===== config.mk =====
export PLATFORM = sky130hd
export DESIGN_NAME = rob_nport
export DESIGN_NICKNAME = d
export VERILOG_FILES = /design/src/rtl/rob_nport.sv
export SDC_FILE = /design/constraint.sdc
export NUM_CORES = 1
export LEC_CHECK = 0
export ABC_CLOCK_PERIOD_IN_PS = 4700
export CORE_ASPECT_RATIO = 1.4
export CORE_MARGIN = 1
export CORE_UTILIZATION = 60
export CTS_BUF_LIST = sky130_fd_sc_hd__clkbuf_16
export DETAILED_ROUTE_END_ITERATION = 8
export DONT_BUFFER_PORTS = 1
export PLACE_DENSITY_LB_ADDON = 0.08
export SKIP_LAST_GASP = 1
export SLEW_MARGIN = 15
export SYNTH_ARGS = -nofsm -noshare
export SYNTH_HDL_FRONTEND = slang
export SYNTH_SLANG_ARGS = --single-unit

===== constraint.sdc =====
create_clock -name clk -period 4.7 [get_ports clk]
set_clock_uncertainty 0.05 [all_clocks]
set_input_delay 0.94 -clock clk [delete_from_list [all_inputs] [get_ports clk]]
set_output_delay 0.94 -clock clk [all_outputs]
set_load 0.005 [all_outputs]

===== src/rtl/rob_nport.sv =====
// rob_nport: circular reorder buffer with NUM_CDB result write ports, two
// operand lookups with same-cycle CDB bypass, and in-order head retirement.
module rob_nport #(
    parameter int unsigned DEPTH    = 8,
    parameter int unsigned WIDTH    = 16,
    parameter int unsigned NUM_CDB  = 2,
    parameter int unsigned OP_BITS  = 4,
    parameter int unsigned REG_BITS = 3,
    localparam int unsigned ADDR    = $clog2(DEPTH)
) (
    input  logic                     clk,
    input  logic                     reset_n,
    input  logic                     flush,
    input  logic                     we,
    input  logic [OP_BITS-1:0]       opcode_in,
    input  logic [REG_BITS-1:0]      dest_in,
    input  logic [WIDTH-1:0]         value_in,
    input  logic                     ready_in,
    input  logic                     predict_in,
    output logic [ADDR-1:0]          alloc_addr,
    output logic                     full,
    output logic                     empty,
    output logic [ADDR:0]            count,
    input  logic [NUM_CDB-1:0]       cdb_valid,
    input  logic [NUM_CDB*ADDR-1:0]  cdb_tag,
    input  logic [NUM_CDB*WIDTH-1:0] cdb_value,
    input  logic [ADDR-1:0]          sr1_tag,
    input  logic [ADDR-1:0]          sr2_tag,
    output logic [WIDTH-1:0]         sr1_value,
    output logic [WIDTH-1:0]         sr2_value,
    output logic                     sr1_valid,
    output logic                     sr2_valid,
    output logic                     head_valid,
    output logic [ADDR-1:0]          head_addr,
    output logic [OP_BITS-1:0]       head_opcode,
    output logic [REG_BITS-1:0]      head_dest,
    output logic [WIDTH-1:0]         head_value,
    output logic                     head_predict,
    input  logic                     re
);

    logic [DEPTH-1:0]    r_busy;
    logic [DEPTH-1:0]    r_ready;
    logic [OP_BITS-1:0]  r_opcode  [DEPTH];
    logic [REG_BITS-1:0] r_dest    [DEPTH];
    logic [WIDTH-1:0]    r_value   [DEPTH];
    logic                r_predict [DEPTH];
    logic [ADDR-1:0]     r_head;
    logic [ADDR-1:0]     r_tail;
    logic [ADDR:0]       r_count;

    logic                w_alloc;
    logic                w_retire;
    logic [DEPTH-1:0]    w_cdb_hit;
    logic [WIDTH-1:0]    w_cdb_val [DEPTH];
    logic [DEPTH-1:0]    w_cdb_wr;

    assign full       = (r_count == (ADDR+1)'(DEPTH));
    assign empty      = (r_count == '0);
    assign count      = r_count;
    assign alloc_addr = r_tail;

    assign head_valid   = r_busy[r_head] & r_ready[r_head];
    assign head_addr    = r_head;
    assign head_opcode  = r_opcode[r_head];
    assign head_dest    = r_dest[r_head];
    assign head_value   = r_value[r_head];
    assign head_predict = r_predict[r_head];

    // A retire this cycle never frees a slot for this cycle's allocation.
    assign w_alloc  = we & ~full;
    assign w_retire = re & head_valid;

    // Per-entry CDB match; scanning high to low lets the lowest port win.
    always_comb begin
        w_cdb_hit = '0;
        w_cdb_wr  = '0;
        for (int e = 0; e < int'(DEPTH); e++) begin
            w_cdb_val[e] = '0;
            for (int p = int'(NUM_CDB) - 1; p >= 0; p--) begin
                if (cdb_valid[p] && (cdb_tag[p*ADDR +: ADDR] == ADDR'(e))) begin
                    w_cdb_hit[e] = 1'b1;
                    w_cdb_val[e] = cdb_value[p*WIDTH +: WIDTH];
                end
            end
            // Writes to the slot being allocated lose to the allocation.
            w_cdb_wr[e] = w_cdb_hit[e] & r_busy[e] & ~r_ready[e] &
                          ~(w_alloc && (r_tail == ADDR'(e)));
        end
    end

    // Operand lookup: stored ready value first, else same-cycle CDB bypass.
    always_comb begin
        sr1_valid = 1'b0;
        sr1_value = r_value[sr1_tag];
        if (r_busy[sr1_tag] && r_ready[sr1_tag]) begin
            sr1_valid = 1'b1;
        end else if (r_busy[sr1_tag] && w_cdb_hit[sr1_tag]) begin
            sr1_valid = 1'b1;
            sr1_value = w_cdb_val[sr1_tag];
        end
        sr2_valid = 1'b0;
        sr2_value = r_value[sr2_tag];
        if (r_busy[sr2_tag] && r_ready[sr2_tag]) begin
            sr2_valid = 1'b1;
        end else if (r_busy[sr2_tag] && w_cdb_hit[sr2_tag]) begin
            sr2_valid = 1'b1;
            sr2_value = w_cdb_val[sr2_tag];
        end
    end

    // Control state: occupancy flags, pointers and count; flush squashes all.
    always_ff @(posedge clk or negedge reset_n) begin
        if (!reset_n) begin
            r_busy  <= '0;
            r_ready <= '0;
            r_head  <= '0;
            r_tail  <= '0;
            r_count <= '0;
        end else if (flush) begin
            r_busy  <= '0;
            r_ready <= '0;
            r_head  <= '0;
            r_tail  <= '0;
            r_count <= '0;
        end else begin
            for (int e = 0; e < int'(DEPTH); e++) begin
                if (w_cdb_wr[e]) begin
                    r_ready[e] <= 1'b1;
                end
            end
            if (w_retire) begin
                r_busy[r_head]  <= 1'b0;
                r_ready[r_head] <= 1'b0;
                r_head          <= r_head + ADDR'(1);
            end
            if (w_alloc) begin
                r_busy[r_tail]  <= 1'b1;
                r_ready[r_tail] <= ready_in;
                r_tail          <= r_tail + ADDR'(1);
            end
            case ({w_alloc, w_retire})
                2'b10:   r_count <= r_count + (ADDR+1)'(1);
                2'b01:   r_count <= r_count - (ADDR+1)'(1);
                default: r_count <= r_count;
            endcase
        end
    end

    // Entry payload; never reset, only meaningful while the entry is busy.
    always_ff @(posedge clk) begin
        if (!flush) begin
            for (int e = 0; e < int'(DEPTH); e++) begin
                if (w_cdb_wr[e]) begin
                    r_value[e] <= w_cdb_val[e];
                end
            end
            if (w_alloc) begin
                r_opcode[r_tail]  <= opcode_in;
                r_dest[r_tail]    <= dest_in;
                r_value[r_tail]   <= value_in;
                r_predict[r_tail] <= predict_in;
            end
        end
    end

endmodule


# Word-level counts from Yosys, hierarchy flattened
# Memory sizes are Yosys's and may differ from the RTL's.
# Index checks and enable logic that the tools add are counted.
[classes] addsub=4 magnitude_cmp=8 n_eq_ne=24 muxes=124 bitwise_logic=50 n_reduce_logical=37
[op_table] cell="$mux W16" count=24
[op_table] cell="$bmux W16 S3" count=2
[op_table] cell="$mux W1" count=73
[op_table] cell="$mux W8" count=8
[op_table] cell="$eq A3 B3 Y1 const B" count=12
[op_table] cell="$logic_and A1 B1 Y1" count=30
[op_table] cell="$and A1 B1 Y1" count=27
[op_table] cell="$bmux W1 S3" count=8
[op_table] cell="$eq A3 B2 Y1 const B" count=6
[op_table] cell="$not A1 Y1" count=17
[op_table] cell="$and A8 B8 Y8" count=2
[op_table] cell="$lt A3 B4 Y1 const B" count=4
[op_table] cell="$mux W3" count=4
[op_table] cell="$eq A3 B1 Y1 const B" count=3
[op_table] cell="$logic_not A3 Y1" count=3
[op_table] cell="$bwmux W8" count=1
[op_table] cell="$ge A4 B4 Y1 const B" count=2
[op_table] cell="$not A3 Y4" count=2
[op_table] cell="$not A8 Y8" count=1
[op_table] cell="$or A8 B8 Y8" count=1
[op_table] cell="$pmux W4 S2" count=1
[op_table] cell="$add A3 B1 Y3 const B" count=2
[op_table] cell="$demux W1 S3" count=2
[op_table] cell="$ge A3 B1 Y1 const B" count=2
[op_table] cell="9 further kinds" count=10
[totals] reg_bits=26 ramBits=192 input_bits=76 output_inout_bits=71 elab_cells=256 memories=4
[mem_list] memory="r_value" words=8 word_bits=16 rd=3 rd_clocked_by_memory_dff=0 wr=9 line="46" text="logic [WIDTH-1:0] r_value [DEPTH];"
[mem_list] memory="r_opcode" words=8 word_bits=4 rd=1 rd_clocked_by_memory_dff=0 wr=1 line="44" text="logic [OP_BITS-1:0] r_opcode [DEPTH];"
[mem_list] memory="r_dest" words=8 word_bits=3 rd=1 rd_clocked_by_memory_dff=0 wr=1 line="45" text="logic [REG_BITS-1:0] r_dest [DEPTH];"
[mem_list] memory="r_predict" words=8 word_bits=1 rd=1 rd_clocked_by_memory_dff=0 wr=1 line="47" text="logic r_predict [DEPTH];"

# Logic depth before layout (Yosys ltp)
[logic_depth] ltp_word=15 depth_mapped=11 mapped_depth_nobuf=11

# Worst setup path after synthesis
# OpenSTA, ideal clock, no wires.
[synth_timing] path_type="input-to-output" from="in cdb_tag[1]" to="out sr2_value[10]" t_arrival_ps=2915 t_required_ps=3710 path_slack_ps=795 path_stages=10 path_buffers=4 path_cell_list="buf_2 nand4bb_1 clkbuf_1 nand2b_1 mux4_2 a211oi_1 or3b_1 buf_6 buf_6 mux2i_1"
[synth_via] elab_chain_len=8 word_cells_on_any_way=40 cone_classes="eq/ne: 7; mux: 23; reduce/logical: 10"
[synth_lines] element="start: declaration" line="25" text="input logic [NUM_CDB*ADDR-1:0] cdb_tag,"
[synth_lines] element="$eq A3 B3 Y1 (tied with other cells)" line="81" text="if (cdb_valid[p] && (cdb_tag[p*ADDR +: ADDR] == ADDR'(e))) begin"
[synth_lines] element="$logic_and A1 B1 Y1" line="81"
[synth_lines] element="$mux W16 / $mux W1 (equally long branches)" line="81"
[synth_lines] element="$bmux W16 S3 / $bmux W1 S3 (equally long branches)" line="108, 106"
[synth_lines] element="$mux W16 (implied by the code) / $mux W1 (equally long branches)" line="108, 106"
[synth_lines] element="$mux W16 (implied by the code) / $logic_and A1 B1 Y1 (equally long branches)" line="108, 106"
[synth_lines] element="$mux W16 *" line="106" text="end else if (r_busy[sr2_tag] && w_cdb_hit[sr2_tag]) begin"
[synth_lines] element="$mux W16 *" line="104" text="if (r_busy[sr2_tag] && r_ready[sr2_tag]) begin"
[synth_lines] element="end: declaration" line="30" text="output logic [WIDTH-1:0] sr2_value,"
# Mark *: on every way between the ends. The rest lies on a longest branch, timed or not. The select of a mux whose other input is x is not followed.

# Worst setup path in the final report
[layout_timing] from="in cdb_tag[0]" to="out sr2_value[9]"
# Same word-level chain as after synthesis.

==> run metrics <==
status=finished clean; CP max stage delay=820 ps; top sig layer=met4; Yosys top cell area share=approximately a third; library cells used by synthesis=78; drt wl/cell=around 34 um; initial drt markers=between 2000 and 3000; Sequential Power Share=47.1%; post-DR vias/cell=just over 8; maximum VDD drop=around 0.24 mV; filler cell count=between 2000 and 2500; RSZ-0062 raised after global routing=false; Post-synth ARST share=a little under an eighth; slowest cell on the critical path=nor2_1; later-pin clock latency in the skew report=550 ps; largest net degree at the start of global routing=73; Vias=around 18000; die height=204 um; Pwr Total=approximately 4600 uW; Synth warnings=0; Post-synth top flop=edfxtp_1; clock tree sinks=about 220; Switching Share=between 20% and 30%; M1 wire length=between 20000 and 30000 um; Post-CTS Setup Repair Bufs=0; layout cell share with drive strength beyond 1=about 14%; number of synthesized flops with an enable pin=192; fin crit share=between 90% and 100%; number of antenna violations at the first check in global routing=1; xor-xnor portion of the synthesized cell area=less than 1%; Slew Limit Fails=0; vias in the first global route=about 17000; Slew @ Worst Pin=between 1000 and 1500 ps; Worst EP arrival=between 3000 and 4000 ps; Post-Syn Instances=around 2000; Tmin final=4460 ps; Comb pwr share=around 15%; Final HPWL DP=49600 um; FF+latch count, synth=between 200 and 250; Fmax=approximately 0.22 GHz; compound-gate portion of the synthesized area=22.5%; Core Region=roughly 28000 um^2; Layout Area Growth over Synthesis=5.93%; Final #Nets=roughly 1900; largest family of logic cells by synthesized area=compound AO/OA/AOI/OAI gates; Max Fanout on Critical Path=22; design area=around 19000 um^2; DRT Pass-1 Iters=7; most area-consuming cells after synthesis=edfxtp_1 33%, mux4_2 9.7%, a22oi_1 5.0%; # DRC=0; setup violators final=0; Slew HR=a little under a quarter; Seq/Total Area, Yosys=approximately 37%; Final ANT Viol Nets=0; hold buffers post-CTS=0; # Max-Cap Violations=0; Met3 Routed Length=12200 um; Pleak=0.00621 uW; switching pwr=between 1000 and 1500 uW; WP data required=~3700 ps; die area=just under 30000 um^2; routed wl met2=approximately 32000 um; power share of the clock group=37.4%; Setup TNS Final=0 ps; Area after DPL=~18000 um^2; leading area contributor after synthesis=edfxtp_1; CTS Buffer Depth=3; crit path kind=input port to output port; IO Pins=between 100 and 150; hold slack=roughly 26 ps; CP bufs+invs=1; crit-path cells=and4b_1 -> nor2_1 -> a221oi_1 -> a21o_1 -> a211oi_1 -> mux2i_1 -> buf_4; P per Cell Area=251 nW/um^2; Final Hold Violating Endpoints=0; simple-gate portion of the synthesized area=between 20% and 30%; H-tree levels=1; Tightest Hold Check Type=input port to async pin; Synth Area in Adders=less than 1%; cells resized by post-CTS repair=0; Syn Area/Cell=around 8.9 um^2; Synthesized Nets=around 2000; GR Util All Layers=roughly half; num rows=73; first-pass GRT wire length=109000 um; Placer Congestion=about 1.1; CTS tree=yes; number of buffers created by CTS=22; cell family with most CP delay=simple AND/OR/NAND/NOR gates; P_int=3350 uW; Synth Cell Area=approximately 17000 um^2; Setup crit end kind=output port; Initial Utilization=between 60 and 70%; Port Buffer Count=0; multiplexer share of the synthesized area=a little over an eighth; GRT overflow=0; die width=roughly 150 um; Post-Route WL=between 70000 and 80000 um; clock-pin slew on the worst setup and hold paths=around 70 ps; Clk Tree Root Cell=clkbuf_16; startpoint types=input port
## Yosys cell counts (23+ instances only)
master	n
nor3_1	41
a21oi_1	135
nand3_1	115
nand4_1	31
dfrtp_1	26
o21ai_0	27
mux2_2	27
mux4_2	75
a211oi_1	52
edfxtp_1	192
nand2b_1	23
nor2_1	212
clkbuf_1	172
nand2_1	226
o221ai_1	24
a22oi_1	116
mux2i_1	36
a31oi_1	106
## cell usage in the layout (no fill, tap or decap), drive strengths merged, types with 22 or more instances in the layout
master  instances
a21oi         135
and2           22
buf            90
nand3         115
a22oi         116
mux4           75
edfxtp        192
a211oi         53
nor2          212
inv            28
mux2i          36
a31oi         106
nor3           41
nand2b         23
o221ai         24
clkbuf         22
nand4          31
nand2         226
mux2           30
o21ai          28
dfrtp          26
## area by class of cell
type | count | area [um^2] | share of cell area [%]
Multi-Input combinational cell | 1480 | 10100 | 54.7
Timing Repair Buffer | 90 | 713 | 3.85
Antenna cell | 1 | 2.50 | 0.0135
Clock inverter | 17 | 135 | 0.730
Sequential cell | 218 | 6420 | 34.7
Tap cell | 375 | 469 | 2.53
Clock buffer | 22 | 551 | 2.97
Inverter | 27 | 101 | 0.547
## logic make-up after synthesis
kind of cell | after synthesis
compound gates | 575
xor+xnor | 9
fa+ha+maj | 9
buf+inv | 256
flops | 218
mux | 141
simple gates | 746
## stage by stage
step	cells	util [%]	setup WS, ps
finish	2230	65.0	237
global route	2229	64.9	221
CTS	2229	64.9	381
detailed placement	2190	62.5	388
global placement	2190	62.5	441
floorplan	1954	-	795
## flip-flops by register name, summed over array words and instances (netlist names)
| register | cells |
|---|---|
| alloc_addr | 3 |
| count | 4 |
| head_addr | 3 |
| r_busy | 8 |
| r_dest | 24 |
| r_opcode | 32 |
| r_predict | 8 |
| r_ready | 8 |
| r_value | 128 |
## power groups by stage
| stage | Clock, uW | Combinational (uW) | Sequential [uW] |
|---|---|---|---|
| after floorplan | 0 | 562 | 2210 |
| after global placement | 0 | 672 | 2220 |
| after detailed placement | 0 | 681 | 2230 |
| after CTS | 1710 | 684 | 2190 |
| after global routing | 1780 | 741 | 2190 |
| final | 1740 | 717 | 2190 |
## path summary, 6_finish.rpt
path | slack (ps) | depth (start not counted) | end | start
setup / recovery | 240 | 7 | sr2_value[9] | cdb_tag[0]
hold reg to reg | 580 | 2 | count[2] | count[2]
setup reg to reg | 1320 | 10 | r_value[2][13] | count[0]
hold / removal | 30 | 0 | count[2] | reset_n
max in group asynchronous | 4490 | 0 | r_busy[4] | reset_n
min in group clk | 400 | 1 | count[2] | flush
## worst reg2reg max path: cells and delay by family (launching register included)
kind / cells / cell delay [ps]
flip-flops: 1 / 470
buffers and inverters: 4 / 1350
AND/OR/NAND/NOR: 6 / 1250
## metal layers
metal  GRT usage [%]  vias up
met5               0        -
met4            30.4        0
met1            61.9     8485
li1                -     7349
met3            17.3      461
met2            74.4     1895
No activity file was read; power rests on OpenSTA's default activity.
